--- src/rtl/alu_issue_stage_pkg.sv ---
// Shared definitions for the ALU issue stage: immediate modes, state encoding
// and register-index width.
package alu_issue_stage_pkg;

    localparam int REG_IDX_W = 5;

    localparam logic [1:0] IMM_RT   = 2'b00;
    localparam logic [1:0] IMM_ZEXT = 2'b01;
    localparam logic [1:0] IMM_SEXT = 2'b10;

    typedef enum logic [1:0] {
        ST_EMPTY = 2'b00,
        ST_FULL  = 2'b01,
        ST_SKID  = 2'b10
    } state_t;

endpackage

--- src/rtl/alu_issue_stage_if.sv ---
// Upstream, forwarding and downstream handshake bundle of the ALU issue stage.
// The slave modport is the stage's view; master is the surrounding pipeline.
interface alu_issue_stage_if
    import alu_issue_stage_pkg::*;
#(
    parameter int n = 32
);
    logic                 flush;
    logic                 in_valid;
    logic                 in_ready;
    logic [REG_IDX_W-1:0] in_rs_idx;
    logic [n-1:0]         in_rs_val;
    logic [REG_IDX_W-1:0] in_rt_idx;
    logic [n-1:0]         in_rt_val;
    logic [15:0]          in_imm;
    logic [1:0]           in_imm_mode;
    logic [3:0]           in_af;
    logic                 in_i;
    logic [REG_IDX_W-1:0] in_rd_idx;
    logic                 fwd_we;
    logic [REG_IDX_W-1:0] fwd_idx;
    logic [n-1:0]         fwd_val;
    logic                 out_valid;
    logic                 out_ready;
    logic [n-1:0]         out_a;
    logic [n-1:0]         out_b;
    logic [3:0]           out_af;
    logic                 out_i;
    logic [REG_IDX_W-1:0] out_rd_idx;

    modport slave (
        input  flush, in_valid, in_rs_idx, in_rs_val, in_rt_idx, in_rt_val,
               in_imm, in_imm_mode, in_af, in_i, in_rd_idx,
               fwd_we, fwd_idx, fwd_val, out_ready,
        output in_ready, out_valid, out_a, out_b, out_af, out_i, out_rd_idx
    );

    modport master (
        output flush, in_valid, in_rs_idx, in_rs_val, in_rt_idx, in_rt_val,
               in_imm, in_imm_mode, in_af, in_i, in_rd_idx,
               fwd_we, fwd_idx, fwd_val, out_ready,
        input  in_ready, out_valid, out_a, out_b, out_af, out_i, out_rd_idx
    );

endinterface

--- src/rtl/alu_issue_stage_operand_select.sv ---
// Operand resolution: forwarding from the downstream result (never for index 0)
// or zero/sign extension of the immediate.
module operand_select
    import alu_issue_stage_pkg::*;
#(
    parameter int n = 32
) (
    input  logic [REG_IDX_W-1:0] idx,
    input  logic [n-1:0]         val,
    input  logic [15:0]          imm,
    input  logic [1:0]           imm_mode,
    input  logic                 fwd_we,
    input  logic [REG_IDX_W-1:0] fwd_idx,
    input  logic [n-1:0]         fwd_val,
    output logic [n-1:0]         operand
);

    always_comb begin
        operand = val;
        if (fwd_we && (fwd_idx == idx) && (idx != '0))
            operand = fwd_val;
        // Reserved mode 11 falls through to the register path.
        case (imm_mode)
            IMM_ZEXT: operand = {{(n-16){1'b0}}, imm};
            IMM_SEXT: operand = {{(n-16){imm[15]}}, imm};
            default:  ;
        endcase
    end

endmodule

--- src/rtl/alu_issue_stage.sv ---
// ALU issue stage: resolves operands at acceptance and registers them for the ALU.
// Define ALU_ISSUE_SKID_EN for a skid entry that cuts the out_ready -> in_ready path.
module alu_issue_stage
    import alu_issue_stage_pkg::*;
#(
    parameter int n = 32
) (
    input logic               clk,
    input logic               rst,
    alu_issue_stage_if.slave  bus
);

    state_t               state;
    logic [n-1:0]         a_sel;
    logic [n-1:0]         b_sel;
    logic                 accept;
    logic                 drain;

    logic [n-1:0]         out_a_q;
    logic [n-1:0]         out_b_q;
    logic [3:0]           out_af_q;
    logic                 out_i_q;
    logic [REG_IDX_W-1:0] out_rd_q;

    operand_select #(.n(n)) u_sel_a (
        .idx      (bus.in_rs_idx),
        .val      (bus.in_rs_val),
        .imm      ('0),
        .imm_mode (IMM_RT),
        .fwd_we   (bus.fwd_we),
        .fwd_idx  (bus.fwd_idx),
        .fwd_val  (bus.fwd_val),
        .operand  (a_sel)
    );

    operand_select #(.n(n)) u_sel_b (
        .idx      (bus.in_rt_idx),
        .val      (bus.in_rt_val),
        .imm      (bus.in_imm),
        .imm_mode (bus.in_imm_mode),
        .fwd_we   (bus.fwd_we),
        .fwd_idx  (bus.fwd_idx),
        .fwd_val  (bus.fwd_val),
        .operand  (b_sel)
    );

    assign bus.out_valid  = (state != ST_EMPTY);
    assign bus.out_a      = out_a_q;
    assign bus.out_b      = out_b_q;
    assign bus.out_af     = out_af_q;
    assign bus.out_i      = out_i_q;
    assign bus.out_rd_idx = out_rd_q;

    assign accept = bus.in_valid & bus.in_ready;
    assign drain  = bus.out_valid & bus.out_ready;

`ifdef ALU_ISSUE_SKID_EN
    logic [n-1:0]         skid_a_q;
    logic [n-1:0]         skid_b_q;
    logic [3:0]           skid_af_q;
    logic                 skid_i_q;
    logic [REG_IDX_W-1:0] skid_rd_q;

    assign bus.in_ready = ~rst & ~bus.flush & (state != ST_SKID);

    always_ff @(posedge clk) begin
        if (rst) begin
            state     <= ST_EMPTY;
            out_a_q   <= '0;
            out_b_q   <= '0;
            out_af_q  <= '0;
            out_i_q   <= 1'b0;
            out_rd_q  <= '0;
            skid_a_q  <= '0;
            skid_b_q  <= '0;
            skid_af_q <= '0;
            skid_i_q  <= 1'b0;
            skid_rd_q <= '0;
        end else if (bus.flush) begin
            state <= ST_EMPTY;
        end else begin
            case (state)
                ST_EMPTY, ST_FULL: begin
                    if (accept && (drain || state == ST_EMPTY)) begin
                        state    <= ST_FULL;
                        out_a_q  <= a_sel;
                        out_b_q  <= b_sel;
                        out_af_q <= bus.in_af;
                        out_i_q  <= bus.in_i;
                        out_rd_q <= bus.in_rd_idx;
                    end else if (accept) begin
                        state     <= ST_SKID;
                        skid_a_q  <= a_sel;
                        skid_b_q  <= b_sel;
                        skid_af_q <= bus.in_af;
                        skid_i_q  <= bus.in_i;
                        skid_rd_q <= bus.in_rd_idx;
                    end else if (drain) begin
                        state <= ST_EMPTY;
                    end
                end
                ST_SKID: begin
                    if (drain) begin
                        state    <= ST_FULL;
                        out_a_q  <= skid_a_q;
                        out_b_q  <= skid_b_q;
                        out_af_q <= skid_af_q;
                        out_i_q  <= skid_i_q;
                        out_rd_q <= skid_rd_q;
                    end
                end
                default: state <= ST_EMPTY;
            endcase
        end
    end
`else
    assign bus.in_ready = ~rst & ~bus.flush & (~bus.out_valid | bus.out_ready);

    always_ff @(posedge clk) begin
        if (rst) begin
            state    <= ST_EMPTY;
            out_a_q  <= '0;
            out_b_q  <= '0;
            out_af_q <= '0;
            out_i_q  <= 1'b0;
            out_rd_q <= '0;
        end else if (bus.flush) begin
            state <= ST_EMPTY;
        end else if (accept) begin
            // in_ready already guarantees the held entry drains this cycle.
            state    <= ST_FULL;
            out_a_q  <= a_sel;
            out_b_q  <= b_sel;
            out_af_q <= bus.in_af;
            out_i_q  <= bus.in_i;
            out_rd_q <= bus.in_rd_idx;
        end else if (drain) begin
            state <= ST_EMPTY;
        end
    end
`endif

endmodule

--- src/flat_wrapper.sv ---
// flat-port wrapper written by rule: the top's interface ports become plain ports
module alu_issue_stage_flat import alu_issue_stage_pkg::*;
#(
    parameter int n = 32
)
  (clk, rst, bus_flush, bus_in_valid, bus_in_rs_idx, bus_in_rs_val, bus_in_rt_idx, bus_in_rt_val, bus_in_imm, bus_in_imm_mode, bus_in_af, bus_in_i, bus_in_rd_idx, bus_fwd_we, bus_fwd_idx, bus_fwd_val, bus_out_ready, bus_in_ready, bus_out_valid, bus_out_a, bus_out_b, bus_out_af, bus_out_i, bus_out_rd_idx);
  alu_issue_stage_if #(.n(n)) bus_i ();
  input logic clk;
  input logic rst;
  input wire logic [$bits(bus_i.flush)-1:0] bus_flush;
  input wire logic [$bits(bus_i.in_valid)-1:0] bus_in_valid;
  input wire logic [$bits(bus_i.in_rs_idx)-1:0] bus_in_rs_idx;
  input wire logic [$bits(bus_i.in_rs_val)-1:0] bus_in_rs_val;
  input wire logic [$bits(bus_i.in_rt_idx)-1:0] bus_in_rt_idx;
  input wire logic [$bits(bus_i.in_rt_val)-1:0] bus_in_rt_val;
  input wire logic [$bits(bus_i.in_imm)-1:0] bus_in_imm;
  input wire logic [$bits(bus_i.in_imm_mode)-1:0] bus_in_imm_mode;
  input wire logic [$bits(bus_i.in_af)-1:0] bus_in_af;
  input wire logic [$bits(bus_i.in_i)-1:0] bus_in_i;
  input wire logic [$bits(bus_i.in_rd_idx)-1:0] bus_in_rd_idx;
  input wire logic [$bits(bus_i.fwd_we)-1:0] bus_fwd_we;
  input wire logic [$bits(bus_i.fwd_idx)-1:0] bus_fwd_idx;
  input wire logic [$bits(bus_i.fwd_val)-1:0] bus_fwd_val;
  input wire logic [$bits(bus_i.out_ready)-1:0] bus_out_ready;
  output wire logic [$bits(bus_i.in_ready)-1:0] bus_in_ready;
  output wire logic [$bits(bus_i.out_valid)-1:0] bus_out_valid;
  output wire logic [$bits(bus_i.out_a)-1:0] bus_out_a;
  output wire logic [$bits(bus_i.out_b)-1:0] bus_out_b;
  output wire logic [$bits(bus_i.out_af)-1:0] bus_out_af;
  output wire logic [$bits(bus_i.out_i)-1:0] bus_out_i;
  output wire logic [$bits(bus_i.out_rd_idx)-1:0] bus_out_rd_idx;
  assign bus_i.flush = bus_flush;
  assign bus_i.in_valid = bus_in_valid;
  assign bus_i.in_rs_idx = bus_in_rs_idx;
  assign bus_i.in_rs_val = bus_in_rs_val;
  assign bus_i.in_rt_idx = bus_in_rt_idx;
  assign bus_i.in_rt_val = bus_in_rt_val;
  assign bus_i.in_imm = bus_in_imm;
  assign bus_i.in_imm_mode = bus_in_imm_mode;
  assign bus_i.in_af = bus_in_af;
  assign bus_i.in_i = bus_in_i;
  assign bus_i.in_rd_idx = bus_in_rd_idx;
  assign bus_i.fwd_we = bus_fwd_we;
  assign bus_i.fwd_idx = bus_fwd_idx;
  assign bus_i.fwd_val = bus_fwd_val;
  assign bus_i.out_ready = bus_out_ready;
  assign bus_in_ready = bus_i.in_ready;
  assign bus_out_valid = bus_i.out_valid;
  assign bus_out_a = bus_i.out_a;
  assign bus_out_b = bus_i.out_b;
  assign bus_out_af = bus_i.out_af;
  assign bus_out_i = bus_i.out_i;
  assign bus_out_rd_idx = bus_i.out_rd_idx;
  alu_issue_stage #(.n(n)) u_core (.clk(clk), .rst(rst), .bus(bus_i));
endmodule
--- config.mk ---
export PLATFORM = sky130hd
export DESIGN_NAME = alu_issue_stage_flat
export DESIGN_NICKNAME = d
export VERILOG_FILES = /design/src/rtl/alu_issue_stage_pkg.sv /design/src/rtl/alu_issue_stage_if.sv /design/src/rtl/alu_issue_stage_operand_select.sv /design/src/rtl/alu_issue_stage.sv /design/src/flat_wrapper.sv
export SDC_FILE = /design/constraint.sdc
export NUM_CORES = 1
export LEC_CHECK = 0
export BUFFER_PORTS_ARGS = -buffer_cell sky130_fd_sc_hd__buf_2
export CORE_MARGIN = 2
export CORE_UTILIZATION = 44
export CTS_CLUSTER_DIAMETER = 60
export CTS_CLUSTER_SIZE = 40
export DETAILED_ROUTE_END_ITERATION = 7
export PLACE_DENSITY = 0.81
export SYNTH_ARGS = -nofsm -noshare
export SYNTH_HDL_FRONTEND = slang
export SYNTH_SLANG_ARGS = --single-unit
--- constraint.sdc ---
create_clock -name clk -period 1.7 [get_ports clk]
set_clock_uncertainty 0.15 [all_clocks]
set_input_delay 0.085 -clock clk [delete_from_list [all_inputs] [get_ports clk]]
set_output_delay 0.085 -clock clk [all_outputs]
set_load 0.02 [all_outputs]
Word-level counts from Yosys, hierarchy flattened
Cells that the tools add are included.
Widths: inputs -> output; s select.
{"block": "totals", "inputBits": 145, "wordCells": 32, "regBits": 75, "out_inout_bits": 76}
{"block": "op_classes", "eq_ne": 4, "n_reduce_logical": 9, "muxes": 5, "bitwise": 8}
{"op": "$mux 32", "n": 2}
{"op": "$pmux 32 s2", "n": 1}
{"op": "$eq 5x5->1", "n": 2}
{"op": "$reduce_bool 5->1", "n": 2}
{"op": "$and 1x1->1", "n": 4}
{"op": "$logic_and 1x1->1", "n": 4}
{"op": "$not 1->1", "n": 3}
{"op": "$eq 2x1->1 const B", "n": 1}
{"op": "$eq 2x2->1 const B", "n": 1}
{"op": "$mux 1", "n": 2}
{"op": "$reduce_and 2->1", "n": 1}
{"op": "$reduce_bool 2->1", "n": 1}
{"op": "$reduce_or 2->1", "n": 1}
{"op": "$or 1x1->1", "n": 1}

Depth between registers and ports, before layout
Gate-level depths: netlist (run 1).
{"block": "logic_depth", "depth_word": 5, "ltp_mapped": 8, "ltp_nobuf": 7}

Cells and area by module
A second synthesis (run 1) with hierarchy kept.
{"block": "unflattened", "cells_unflattened": 747, "hier_area_um2": 5704.2}
{"mod": "alu_issue_stage", "cells_each": 361, "instances": 1, "area_each_um2": 3279.4, "seq_area_each_um2": 1501.4}
{"mod": "operand_select", "cells_each": 193, "instances": 2, "area_each_um2": 1212.4, "seq_area_each_um2": 0.0}

Least setup slack after synthesis (run 1)
Ideal clock, no wire load.
{"block": "synth_timing", "path_type": "register -> register", "from": "reg u_core.state[0]", "to": "reg u_core.out_b_q[31], in the netlist u_core.bus.out_b[31]", "synth_period_minus_slack_ns": 1.740, "arrival_ns": 1.470, "t_required_ns": 1.430, "setup_time_ns": 0.120, "n_path_buf": 2, "path_stages_with_launch": 8, "setup_slack_ns": -0.040, "cell_sequence": "dfxtp_1 > nand2b_1 > and3_1 > buf_2 > buf_2 > nor2_1 > nor3_1 > a211o_1"}
{"block": "synth_via", "elab_chain_len": 5}
{"element": "start, declared", "line_no": "alu_issue_stage.sv:13", "rtl": "state_t state;"}
{"element": "start signal, assigned", "line_no": "alu_issue_stage.sv:121", "rtl": "state <= ST_EMPTY;"}
{"element": "start signal, assigned", "line_no": "alu_issue_stage.sv:128", "rtl": "state <= ST_EMPTY;"}
{"element": "start signal, assigned", "line_no": "alu_issue_stage.sv:131", "rtl": "state <= ST_FULL;"}
{"element": "$not 1->1", "line_no": "alu_issue_stage.sv:117", "rtl": "assign bus.in_ready = ~rst & ~bus.flush & (~bus.out_valid | bus.out_ready);"}
{"element": "$or 1x1->1", "line_no": "alu_issue_stage.sv:117"}
{"element": "$and 1x1->1", "line_no": "alu_issue_stage.sv:117"}
{"element": "$and 1x1->1", "line_no": "alu_issue_stage.sv:54", "rtl": "assign accept = bus.in_valid & bus.in_ready;"}
{"element": "$reduce_and 2->1 (no line)"}
{"element": "end signal, assigned", "line_no": "alu_issue_stage.sv:133", "rtl": "out_b_q <= b_sel;"}
{"element": "end, declared", "line_no": "alu_issue_stage.sv:20", "rtl": "logic [n-1:0] out_b_q;"}
Every way passes these cells.
A chain may end at the register's enable or synchronous reset.

Worst setup path after layout (run 1)
{"block": "layout_timing", "from": "reg u_core.state[0]", "to": "reg u_core.out_a_q[11], in the netlist u_core.bus.out_a[11]"}
{"block": "layout_via", "elab_chain_len": 5}
{"element": "$not 1->1", "line_no": "alu_issue_stage.sv:117"}
{"element": "$or 1x1->1", "line_no": "alu_issue_stage.sv:117"}
{"element": "$and 1x1->1", "line_no": "alu_issue_stage.sv:117"}
{"element": "$and 1x1->1", "line_no": "alu_issue_stage.sv:54"}
{"element": "$reduce_and 2->1 (no line)"}
{"element": "end signal, assigned", "line_no": "alu_issue_stage.sv:132", "rtl": "out_a_q <= a_sel;"}
{"element": "end, declared", "line_no": "alu_issue_stage.sv:19", "rtl": "logic [n-1:0] out_a_q;"}
Every way passes these cells.

==> impl_metrics.sql, run 1 <==
INSERT INTO impl_metrics (metric_group, metric, value, unit) VALUES
('outcome', 'status', 'finished, final reports clean', ''),
('worst_setup_path', 'timing.critical_path.slowest_cell_delay', '0.33', 'ns'),
('worst_setup_path', 'crit_required', '1.80', 'ns'),
('yosys', 'synth_cell_types', '36', ''),
('worst_setup_path', 'critical_path_s_slowest_cell', 'sky130_fd_sc_hd__dfxtp_2', ''),
('power_and_ir_drop', 'switchingPower', '1.29', 'mW'),
('worst_setup_path', 'worstPathBufferInverterCount', '2', ''),
('global_routing', 'grt_max_degree', '48', ''),
('timing', 'worst_case_setup_margin_in_the_final_layout', '0.0645', 'ns'),
('layout', 'finish.utilization', '77.9', '%'),
('global_routing', 'gr_usage_total', '35.0', '%'),
('route', 'route.detailed.drc', '0', ''),
('power_and_ir_drop', 'vdd_drop_max', '0.417', 'mV'),
('placed_design', 'placement.io_buffers', '220', ''),
('timing', 'finalCritPeriodShare', '96.2', '%'),
('yosys', 'synth_edf_count', '0', ''),
('die', 'fp.dieW', '96.2', 'um'),
('layout', 'highest_count_cells_in_the_layout_ignoring_fill_and_taps', '220 x sky130_fd_sc_hd__buf_2, 117 x sky130_fd_sc_hd__dlygate4sd3_1, 74 x sky130_fd_sc_hd__dfxtp_1', ''),
('worst_setup_path', 'setup.worst_path.class', 'register to register', ''),
('global_routing', 'antenna_found_initial', '0', ''),
('clock_network', 'tritoncts', 'built', ''),
('route', 'ant_nets', '0', ''),
('die', 'die_y', '96.2', 'um'),
('layout', 'synthToLayoutAreaGrowth', '71.2', '%'),
('yosys', 'syn-mean-instance-area', '8.50', 'um2'),
('route', 'vias', '5044', ''),
('yosys', 'synthFlopType', 'sky130_fd_sc_hd__dfxtp_1', ''),
('worst_setup_path', 'crit_path_cell_trace', 'nand2b_1 -> and3_4 -> buf_12 -> buf_12 -> o21ai_0 -> a21oi_1', ''),
('worst_setup_path', 'timing.reg2reg.setup_slack', '0.06', 'ns'),
('worst_setup_path', 'critical_path.endpoint', 'u_core.bus.out_a[11]$_SDFFE_PP0P_', ''),
('timing', 'fmax', '611', 'MHz'),
('die', 'die_area', '9250', 'um2'),
('timing', 'slew_viols_final', '0', ''),
('timing', 'setup-violations-final', '0', ''),
('yosys', 'synth_sequential_area_ratio', '40.1', '%'),
('route', 'totalWireLength', '16300', 'um'),
('power_and_ir_drop', 'pwr-share-comb', '26.4', '%'),
('worst_setup_path', 'critical_path.startpoint', 'u_core.state[0]$_SDFFE_PP0P_', ''),
('yosys', 'postSynthNetCount', '587', ''),
('clock_network', 'clock_latency', '0.34', 'ns'),
('power_and_ir_drop', 'power', '4.21', 'mW'),
('placed_design', 'dpl.hpwl', '9460', 'um'),
('power_and_ir_drop', 'pwr_density_cell', '657', 'nW/um2'),
('timing', 'timing_worst_slew_pin_value', '0.565', 'ns'),
('die', 'rows', '33', ''),
('yosys', 'synth_area_leader_cell', 'sky130_fd_sc_hd__dfxtp_1', ''),
('placed_design', 'routabilityCongestion', '0.976', ''),
('yosys', 'syn-instance-count', '440', ''),
('layout', 'drive_gt1_share', '34.0', '%'),
('die', 'io_pins', '221', ''),
('yosys', 'synth_area', '3740', 'um2'),
('worst_setup_path', 'worst-path-max-fanout', '36', ''),
('power_and_ir_drop', 'power.switching_fraction', '30.8', '%'),
('die', 'core_outline_area', '8220', 'um2'),
('yosys', 'async_reset_ff_share', '0', '%'),
('route', 'initialDrtViolationCount', '300', ''),
('timing', 'finalSetupTns', '0', 'ns'),
('yosys', 'synth_top_area_share', '40.1', '%'),
('layout', 'n_antenna_cell', '0', ''),
('min_path', 'holdCritPathClass', 'input port to register', ''),
('placed_design', 'dpl_worst_slack', '-0.314', 'ns'),
('clock_network', 'clock_tree.buffer_depth', '2', ''),
('clock_network', 'htree_levels', '3', ''),
('clock_network', 'numClockSinks', '75', ''),
('clock_network', 'path_clk_slew', '0.08', 'ns'),
('timing', 'worst_hold_slack', '0.0151', 'ns'),
('layout', 'layout.cells.most_common', 'sky130_fd_sc_hd__buf_2', ''),
('timing', 'hold_viol', '0', ''),
('route', 'viasPerCell', '5.73', ''),
('global_routing', 'residual_overflow_from_global_routing', '0', ''),
('worst_setup_path', 'worstSetupPathDepth', '6', '');
worst min-delay path by stage:
| stage | from | depth (start not counted) | to | slack, ns |
|---|---|---|---|---|
| 3_3_place_gp | bus_in_af[0] | 3 | u_core.bus.out_af[0]$_SDFFE_PP0P_ | 0.18 |
| 6_report | bus_in_imm[4] | 4 | u_core.bus.out_b[4]$_SDFFE_PP0P_ | 0.02 |
| 4_1_cts | bus_in_imm[4] | 4 | u_core.bus.out_b[4]$_SDFFE_PP0P_ | 0.0001 |
| 2_1_floorplan | bus_in_valid | 2 | u_core.state[0]$_SDFFE_PP0P_ | 0.07 |
| 5_1_grt | bus_in_imm[14] | 4 | u_core.bus.out_b[14]$_SDFFE_PP0P_ | 0.03 |
| 3_5_place_dp | bus_in_rd_idx[1] | 3 | u_core.bus.out_rd_idx[1]$_SDFFE_PP0P_ | 0.19 |
layout make-up:
type                    count  area (um2)
flip-flops and latches     75        1500
clock buffers              10         128
well taps                 105         131
multi-input cells         321        2020
inverters                   4        15.0
repair buffers            361        2570
fillers                   548        1820
clock inverters             5        31.3
flip-flops by register name, indices dropped and copies added (netlist names):
name	count
u_core.bus.out_a	32
u_core.bus.out_rd_idx	5
u_core.state	1
u_core.bus.out_b	32
u_core.bus.out_i	1
u_core.bus.out_af	4
power by group through the flow:
stage	logic (mW)	clock network [mW]	registers (mW)
2_1_floorplan	0.321	0	2.07
3_3_place_gp	0.820	0	1.94
4_1_cts	1.05	1.18	1.91
6_report	1.11	1.18	1.91
5_1_grt	1.18	1.28	1.92
3_5_place_dp	0.843	0	1.95
worst min-delay path: stages:
cell and delay [ns]:
sky130_fd_sc_hd__buf_2 0.08, sky130_fd_sc_hd__and3_1 0.13, sky130_fd_sc_hd__a21oi_1 0.04, sky130_fd_sc_hd__o22ai_1 0.13
cell families (layout without fill, tap and decap cells):
family | after synthesis | after routing | share of synthesized area, %
flops | 75 | 75 | 40.1
buf+inv | 44 | 380 | 6.02
mux | 48 | 48 | 12.8
simple gates | 106 | 106 | 14.2
fa+ha+maj | 2 | 2 | 0.669
xor+xnor | 8 | 8 | 1.87
compound gates | 157 | 157 | 24.2
layer usage:
layer / track usage [%] / wire length, um / up-vias
met5: 0 / 0 / -
met4: 23.9 / 1020 / 0
met3: 9.08 / 1410 / 112
met2: 59.6 / 7980 / 342
met1: 37.7 / 5850 / 2308
li1: - / - / 2282
stage by stage:
stage	instance area, um2	cells
after floorplan	3740	440
after global placement	5040	746
after detailed placement	5040	746
after CTS	6370	878
after global routing	6400	881
final	6400	881
Yosys cell counts, types with 2 or more instances:
library cell and instances:
sky130_fd_sc_hd__ha_1 2, sky130_fd_sc_hd__a21oi_1 58, sky130_fd_sc_hd__nand3_1 17, sky130_fd_sc_hd__clkbuf_1 23, sky130_fd_sc_hd__o211ai_1 15, sky130_fd_sc_hd__o21ai_0 49, sky130_fd_sc_hd__buf_2 10, sky130_fd_sc_hd__nor2_1 5
sky130_fd_sc_hd__nand2_1 41, sky130_fd_sc_hd__dfxtp_1 75, sky130_fd_sc_hd__nand4_1 15, sky130_fd_sc_hd__clkbuf_2 2, sky130_fd_sc_hd__nor4_1 2, sky130_fd_sc_hd__inv_1 4, sky130_fd_sc_hd__and3_1 16, sky130_fd_sc_hd__buf_8 3
sky130_fd_sc_hd__nor3_1 2, sky130_fd_sc_hd__mux2i_1 48, sky130_fd_sc_hd__o22ai_1 16, sky130_fd_sc_hd__xor2_1 3, sky130_fd_sc_hd__o21a_1 15, sky130_fd_sc_hd__xnor2_1 5
timing repair:
| action | CTS | global route |
|---|---|---|
| setup buffers | 0 | 3 |
| endpoints found under the setup margin | 0 | 50 |
| hold buffers | 117 | 0 |
| gates resized for setup | 0 | 3 |
| hold endpoints to repair | 74 | 0 |
Note: power is estimated with default switching activity, not from simulation.
==> run 2, diff against run 1 <==
--- a/config.mk
+++ b/config.mk
@@ -12,6 +12,7 @@
 export CTS_CLUSTER_SIZE = 40
 export DETAILED_ROUTE_END_ITERATION = 7
 export PLACE_DENSITY = 0.81
+export REMOVE_ABC_BUFFERS = 1
 export SYNTH_ARGS = -nofsm -noshare
 export SYNTH_HDL_FRONTEND = slang
 export SYNTH_SLANG_ARGS = --single-unit
==> run 2 against run 1 <==
Against the previous run:
- count of clock-buffer cells in the layout up 2
- flip-flop and latch count unchanged
- final area up 1.5%
- critical path type is now input port to register
- largest power group unchanged
==> impl_metrics.sql, run 2 (synthesized netlist as in run 1, its figures left out) <==
INSERT INTO impl_metrics (metric_group, metric, value, unit) VALUES
('worst_setup_path', 'worstPathBufferInverterCount', '3', ''),
('outcome', 'status', 'finished, final reports clean', ''),
('route', 'wl_met1', '5550', 'um'),
('timing', 'finalCritPeriodShare', '95.6', '%'),
('timing', 'slew_viols_final', '0', ''),
('clock_network', 'numClockSinks', '75', ''),
('worst_setup_path', 'r2r-end', 'u_core.bus.out_b[6]$_SDFFE_PP0P_', ''),
('route', 'totalWireLength', '16200', 'um'),
('timing', 'min_period', '1.62', 'ns'),
('placed_design', 'routabilityCongestion', '0.789', ''),
('clock_network', 'tritoncts', 'built', ''),
('die', 'floorplan.initialDensity', '45.5', '%'),
('worst_setup_path', 'timing.reg2reg.setup_slack', '0.08', 'ns'),
('die', 'core_outline_area', '8220', 'um2'),
('min_path', 'holdCritPathClass', 'input port to register', ''),
('route', 'initialDrtViolationCount', '276', ''),
('placed_design', 'post_dp_cell_area', '5050', 'um2'),
('route', 'vias', '5063', ''),
('worst_setup_path', 'crit_path_cell_trace', 'dlygate4sd3_1 -> buf_2 -> and3_4 -> buf_12 -> and3_1 -> a21oi_1 -> o22ai_1', ''),
('global_routing', 'gr_usage_total', '34.1', '%'),
('worst_setup_path', 'worstSetupPathDepth', '7', ''),
('layout', 'final_area', '6500', 'um2'),
('layout', 'finalNetCount', '922', ''),
('worst_setup_path', 'critical_path.startpoint', 'bus_in_valid', ''),
('clock_network', 'path_clk_slew', '0.08', 'ns'),
('layout', 'finish.utilization', '79.1', '%'),
('timing', 'grt_setup_unrepaired', 'yes', ''),
('global_routing', 'grt_pass1_vias', '5216', ''),
('timing', 'setup-violations-final', '0', ''),
('clock_network', 'inserted_clock_buffers', '9', ''),
('timing', 'worst_case_setup_margin_in_the_final_layout', '0.0756', 'ns'),
('route', 'drt_first_pass_iters', '5', ''),
('global_routing', 'grt_max_degree', '53', ''),
('die', 'io_pins', '221', ''),
('timing', 'timing_worst_slew_pin_value', '0.849', 'ns'),
('layout', 'drive_gt1_share', '34.2', '%'),
('worst_setup_path', 'cp-start-kind', 'input port', ''),
('timing', 'max_slew_margin', '43.2', '%'),
('layout', 'area.sequential', '1500', 'um2'),
('timing', 'hold_viol', '0', ''),
('route', 'route.detailed.drc', '0', ''),
('clock_network', 'clock_tree.buffer_depth', '2', ''),
('worst_setup_path', 'timing.critical_path.slowest_cell_delay', '0.55', 'ns'),
('route', 'dr.max_layer_used', 'met4', ''),
('placed_design', 'dpl_worst_slack', '-0.0686', 'ns'),
('worst_setup_path', 'critical_path.endpoint', 'u_core.bus.out_b[1]$_SDFFE_PP0P_', ''),
('route', 'dr_wl_met3', '1560', 'um'),
('global_routing', 'grt_pass1_wl', '24400', 'um'),
('worst_setup_path', 'crit_required', '1.75', 'ns'),
('worst_setup_path', 'timing.rr.start', 'u_core.state[0]$_SDFFE_PP0P_', ''),
('layout', 'synthToLayoutAreaGrowth', '73.7', '%'),
('clock_network', 'cell_at_the_root_of_the_clock_tree', 'sky130_fd_sc_hd__clkbuf_8', ''),
('layout', 'multiInputGateArea', '2040', 'um2'),
('layout', 'highest_count_cells_in_the_layout_ignoring_fill_and_taps', '220 x sky130_fd_sc_hd__buf_2, 117 x sky130_fd_sc_hd__dlygate4sd3_1, 75 x sky130_fd_sc_hd__dfxtp_1', ''),
('power_and_ir_drop', 'vdd_drop_max', '0.485', 'mV'),
('route', 'ant_nets', '0', ''),
('route', 'viasPerCell', '5.71', ''),
('clock_network', 'htree_levels', '3', ''),
('power_and_ir_drop', 'total_leakage_power', '2.91', 'nW'),
('timing', 'fmax', '616', 'MHz'),
('route', 'routedWlPerCell', '18.3', 'um'),
('global_routing', 'residual_overflow_from_global_routing', '0', ''),
('die', 'rows', '33', ''),
('die', 'die_area', '9250', 'um2'),
('worst_setup_path', 'worst-path-max-fanout', '52', ''),
('die', 'die_y', '96.2', 'um'),
('worst_setup_path', 'worstPathArrival', '1.68', 'ns'),
('layout', 'final.fill_count', '510', ''),
('placed_design', 'dpl.hpwl', '8980', 'um'),
('layout', 'layout.cells.most_common', 'sky130_fd_sc_hd__buf_2', ''),
('worst_setup_path', 'number_of_cells_on_the_worst_reg_to_reg_path', '6', ''),
('power_and_ir_drop', 'pwr_density_cell', '707', 'nW/um2'),
('worst_setup_path', 'critical_path.top_delay_family', 'buffers and inverters', ''),
('power_and_ir_drop', 'power', '4.59', 'mW'),
('worst_setup_path', 'critical_path_s_slowest_cell', 'sky130_fd_sc_hd__dlygate4sd3_1', ''),
('worst_setup_path', 'crit_path_end_kind', 'register', ''),
('worst_setup_path', 'setup.worst_path.class', 'input port to register', ''),
('job', 'max_cap_viol_count', '0', ''),
('route', 'met2_length', '8160', 'um'),
('die', 'fp.dieW', '96.2', 'um'),
('placed_design', 'placement.io_buffers', '220', ''),
('clock_network', 'clock_latency', '0.33', 'ns'),
('global_routing', 'antenna_found_initial', '1', '');
[run 2: changes by cell type in the layout (fill, tap and decap cells not counted), moves of 2 or more]
cell	delta
sky130_fd_sc_hd__buf_4	+3
sky130_fd_sc_hd__bufinv_16	+2
sky130_fd_sc_hd__clkbuf_8	+2
sky130_fd_sc_hd__clkinv_2	-2
[run 2: worst min-delay path, cell delays in order]
cell and delay (ns):
sky130_fd_sc_hd__buf_2 0.08, sky130_fd_sc_hd__and3_1 0.13, sky130_fd_sc_hd__a21oi_1 0.04, sky130_fd_sc_hd__o22ai_1 0.11
[run 2: per-stage QoR]
stage | hold WS, ns | cells | TNS, ns
3_3_place_gp | 0.178 | 748 | -0.244
5_1_grt | 0.00418 | 886 | -0.0151
3_5_place_dp | 0.183 | 748 | -0.794
2_1_floorplan | 0.00407 | 400 | -102.09
4_1_cts | 0.000143 | 881 | 0
6_report | 0.0181 | 886 | 0
[run 2: how the worst min path moves through the flow]
stage,startpoint,endpoint,slack [ns],depth (start not counted)
after global routing,bus_in_imm[12],u_core.bus.out_b[12]$_SDFFE_PP0P_,0.004,4
final,bus_in_imm[12],u_core.bus.out_b[12]$_SDFFE_PP0P_,0.02,4
after floorplan,rst,u_core.bus.out_af[0]$_SDFFE_PP0P_,0.004,1
after CTS,bus_in_imm[12],u_core.bus.out_b[12]$_SDFFE_PP0P_,0.0001,4
after detailed placement,bus_in_rd_idx[4],u_core.bus.out_rd_idx[4]$_SDFFE_PP0P_,0.18,3
after global placement,bus_in_af[3],u_core.bus.out_af[3]$_SDFFE_PP0P_,0.18,3
[run 2: final cells by class]
class,instances,area share [%]
antenna,1,0.0385
clock buffer,12,2.39
clock inverter,4,1.12
inverter,4,0.231
multi-input combinational,322,31.4
sequential,75,23.1
tap,105,2.02
timing repair buffer,363,39.7
[run 2: power breakdown]
part	internal [mW]	leakage, nW	switching [mW]
clock network	0.906	0.113	0.656
registers	1.86	0.612	0.0578
logic	0.548	2.18	0.569
[run 2: routing by layer]
layer / track usage (%) / vias to the layer above
met5: 0 / -
met4: 23.6 / 0
met3: 9.71 / 99
met2: 61.2 / 371
met1: 33.4 / 2305
li1: - / 2288
[run 2: repair_timing]
action / CTS / global route
endpoints found under the setup margin: 0 / 34
resized for setup: 0 / 2
setup buffers: 0 / 3
hold endpoints to repair: 74 / 0
hold buffers: 117 / 0
==> run 3, diff against run 2 <==
--- a/config.mk
+++ b/config.mk
@@ -11,8 +11,10 @@
 export CTS_CLUSTER_DIAMETER = 60
 export CTS_CLUSTER_SIZE = 40
 export DETAILED_ROUTE_END_ITERATION = 7
+export MAX_ROUTING_LAYER = met4
 export PLACE_DENSITY = 0.81
 export REMOVE_ABC_BUFFERS = 1
+export SETUP_SLACK_MARGIN = 0.05
 export SYNTH_ARGS = -nofsm -noshare
 export SYNTH_HDL_FRONTEND = slang
 export SYNTH_SLANG_ARGS = --single-unit
==> run 3 against run 2 <==
Against the previous run:
- the run now ends with negative setup slack left
- critical endpoint is now u_core.bus.out_b[4]$_SDFFE_PP0P_
- non-clock buffer count is 7 higher
- flip-flop and latch count unchanged
- first-iteration DRC count decreased by 5.1%
- setup slack worse by 0.081 ns
- combinational power is essentially flat
- total power up 0.86%
- wire length up 4.8%
- critical path type is now register to register
- largest power group unchanged
- sequential share of layout area down 0.33 points
==> impl_metrics.sql, run 3 (synthesized netlist as in run 1, its figures left out) <==
INSERT INTO impl_metrics (metric_group, metric, value, unit) VALUES
('placed_design', 'dp.cells', '748', ''),
('route', 'ant_nets', '0', ''),
('outcome', 'status', 'complete, but fails checks', ''),
('worst_setup_path', 'timing.reg2reg.setup_slack', '-0.005', 'ns'),
('layout', 'layout.cells.most_common', 'sky130_fd_sc_hd__buf_2', ''),
('die', 'fp.dieW', '96.2', 'um'),
('power_and_ir_drop', 'power', '4.63', 'mW'),
('worst_setup_path', 'r2r-end', 'u_core.bus.out_b[4]$_SDFFE_PP0P_', ''),
('timing', 'finalCritPeriodShare', '100', '%'),
('layout', 'fin_cells', '893', ''),
('layout', 'highest_count_cells_in_the_layout_ignoring_fill_and_taps', '221 x sky130_fd_sc_hd__buf_2, 117 x sky130_fd_sc_hd__dlygate4sd3_1, 74 x sky130_fd_sc_hd__dfxtp_1', ''),
('clock_network', 'clock_tree.buffer_depth', '2', ''),
('timing', 'finalSetupTns', '-0.00536', 'ns'),
('clock_network', 'clock_latency', '0.33', 'ns'),
('worst_setup_path', 'crit_path_end_kind', 'register', ''),
('min_path', 'hold_path_depth', '4', ''),
('die', 'io_pins', '221', ''),
('worst_setup_path', 'critical-path-top-cell-by-count', 'sky130_fd_sc_hd__buf_4', ''),
('layout', 'finalNetCount', '928', ''),
('die', 'die_area', '9250', 'um2'),
('worst_setup_path', 'number_of_cells_on_the_worst_reg_to_reg_path', '7', ''),
('clock_network', 'path_clk_slew', '0.07', 'ns'),
('worst_setup_path', 'worstPathArrival', '1.75', 'ns'),
('power_and_ir_drop', 'pwr_density_cell', '702', 'nW/um2'),
('timing', 'timing_worst_slew_pin_value', '0.559', 'ns'),
('timing', 'fmax', '586', 'MHz'),
('global_routing', 'residual_overflow_from_global_routing', '0', ''),
('clock_network', 'cell_at_the_root_of_the_clock_tree', 'sky130_fd_sc_hd__clkbuf_8', ''),
('layout', 'final_area', '6600', 'um2'),
('outcome', 'failed_checks', 'negative setup slack', ''),
('clock_network', 'inserted_clock_buffers', '9', ''),
('timing', 'grt_setup_unrepaired', 'yes', ''),
('clock_network', 'tritoncts', 'built', ''),
('layout', 'drive_gt1_share', '35.2', '%'),
('timing', 'min_period', '1.71', 'ns'),
('die', 'core_outline_area', '8220', 'um2'),
('power_and_ir_drop', 'vdd_drop_max', '0.498', 'mV'),
('clock_network', 'htree_levels', '3', ''),
('placed_design', 'placement.io_buffers', '220', ''),
('route', 'routedWlPerCell', '19.1', 'um'),
('global_routing', 'gr_usage_total', '35.6', '%'),
('placed_design', 'post_dp_cell_area', '5050', 'um2'),
('timing', 'worst_hold_slack', '0.0270', 'ns'),
('timing', 'setup-violations-final', '1', ''),
('power_and_ir_drop', 'total_leakage_power', '2.96', 'nW'),
('route', 'viasPerCell', '5.77', ''),
('timing', 'max_slew_margin', '62.7', '%'),
('worst_setup_path', 'timing.critical_path.slowest_cell_delay', '0.34', 'ns'),
('min_path', 'hold_start', 'bus_in_imm[12]', ''),
('route', 'initialDrtViolationCount', '262', ''),
('global_routing', 'grt_max_degree', '53', ''),
('clock_network', 'numClockSinks', '75', ''),
('route', 'route.detailed.drc', '0', ''),
('die', 'die_y', '96.2', 'um'),
('worst_setup_path', 'timing.rr.start', 'u_core.state[0]$_SDFFE_PP0P_', ''),
('worst_setup_path', 'crit_required', '1.75', 'ns'),
('worst_setup_path', 'critical_path_s_slowest_cell', 'sky130_fd_sc_hd__dfxtp_2', ''),
('worst_setup_path', 'worst-path-max-fanout', '26', ''),
('global_routing', 'antenna_found_initial', '1', ''),
('min_path', 'holdCritPathClass', 'input port to register', ''),
('timing', 'slew_viols_final', '0', ''),
('global_routing', 'grt_pass1_wl', '24500', 'um'),
('layout', 'synthToLayoutAreaGrowth', '76.4', '%'),
('route', 'drt_first_pass_iters', '5', ''),
('worst_setup_path', 'cp-start-kind', 'register', ''),
('timing', 'hold_viol', '0', ''),
('global_routing', 'grt_pass1_vias', '5283', ''),
('placed_design', 'dpl.hpwl', '8980', 'um'),
('worst_setup_path', 'crit_path_cell_trace', 'nand2b_1 -> and3_4 -> buf_4 -> buf_4 -> clkbuf_16 -> o21ai_0 -> o22ai_1', ''),
('worst_setup_path', 'setup.worst_path.class', 'register to register', ''),
('placed_design', 'routabilityCongestion', '0.800', ''),
('die', 'floorplan.initialDensity', '45.5', '%'),
('die', 'rows', '33', ''),
('route', 'totalWireLength', '17000', 'um'),
('timing', 'worst_case_setup_margin_in_the_final_layout', '-0.00536', 'ns'),
('min_path', 'min_delay_worst_endpoint', 'u_core.bus.out_b[12]$_SDFFE_PP0P_', ''),
('placed_design', 'dpl_worst_slack', '-0.0686', 'ns'),
('job', 'max_cap_viol_count', '0', ''),
('layout', 'finish.utilization', '80.3', '%'),
('route', 'vias', '5156', '');
[run 3: changes by cell type in the layout (fill, tap and decap cells not counted), sizes merged]
cell    delta
and3       -1
diode      +1
clkbuf     +2
buf        +5
[run 3: worst max-delay path: cells and delay by family, from the launching register on]
| kind | cells | cell delay, ns |
|---|---|---|
| buffers and inverters | 3 | 0.45 |
| flip-flops | 1 | 0.34 |
| AND/OR/NAND/NOR | 2 | 0.32 |
| AO/OA/AOI/OAI | 2 | 0.30 |
[run 3: area by class of cell]
| class | count | area [um2] |
|---|---|---|
| inverters | 4 | 15.0 |
| well taps | 105 | 131 |
| fillers | 510 | 1620 |
| flip-flops and latches | 75 | 1500 |
| clock inverters | 4 | 72.6 |
| diodes | 2 | 5.00 |
| multi-input cells | 321 | 2050 |
| repair buffers | 370 | 2670 |
| clock buffers | 12 | 155 |
[run 3: how the worst max path moves through the flow]
stage,cells after the start,to,start
floorplan,5,u_core.bus.out_b[31]$_SDFFE_PP0P_,u_core.state[0]$_SDFFE_PP0P_
global placement,7,u_core.bus.out_b[14]$_SDFFE_PP0P_,bus_in_rt_idx[1]
detailed placement,7,u_core.bus.out_b[4]$_SDFFE_PP0P_,bus_in_imm_mode[0]
CTS,6,u_core.bus.out_b[16]$_SDFFE_PP0P_,u_core.state[0]$_SDFFE_PP0P_
global route,7,u_core.bus.out_b[26]$_SDFFE_PP0P_,u_core.state[0]$_SDFFE_PP0P_
finish,7,u_core.bus.out_b[4]$_SDFFE_PP0P_,u_core.state[0]$_SDFFE_PP0P_
[run 3: report_power, final]
part	internal [mW]	switching [mW]
Combinational	0.565	0.583
Clock	0.907	0.662
Sequential	1.86	0.0604
[run 3: layer usage]
layer  up-vias  routed length [um]  global-route usage (%)
met5         -                   0                       -
met4         0                1160                    27.3
met3       111                1530                    7.67
met2       394                8530                    61.9
met1      2351                5810                    34.4
li1       2300                   -                       -
[run 3: repair_timing]
item | 4_1_cts | 5_1_grt
hold endpoints to repair | 74 | 0
resized for setup | 0 | 9
setup buffers | 2 | 6
setup endpoints to repair | 4 | 33
gates cloned | 0 | 2
hold buffers | 117 | 0
pin swaps | 1 | 1
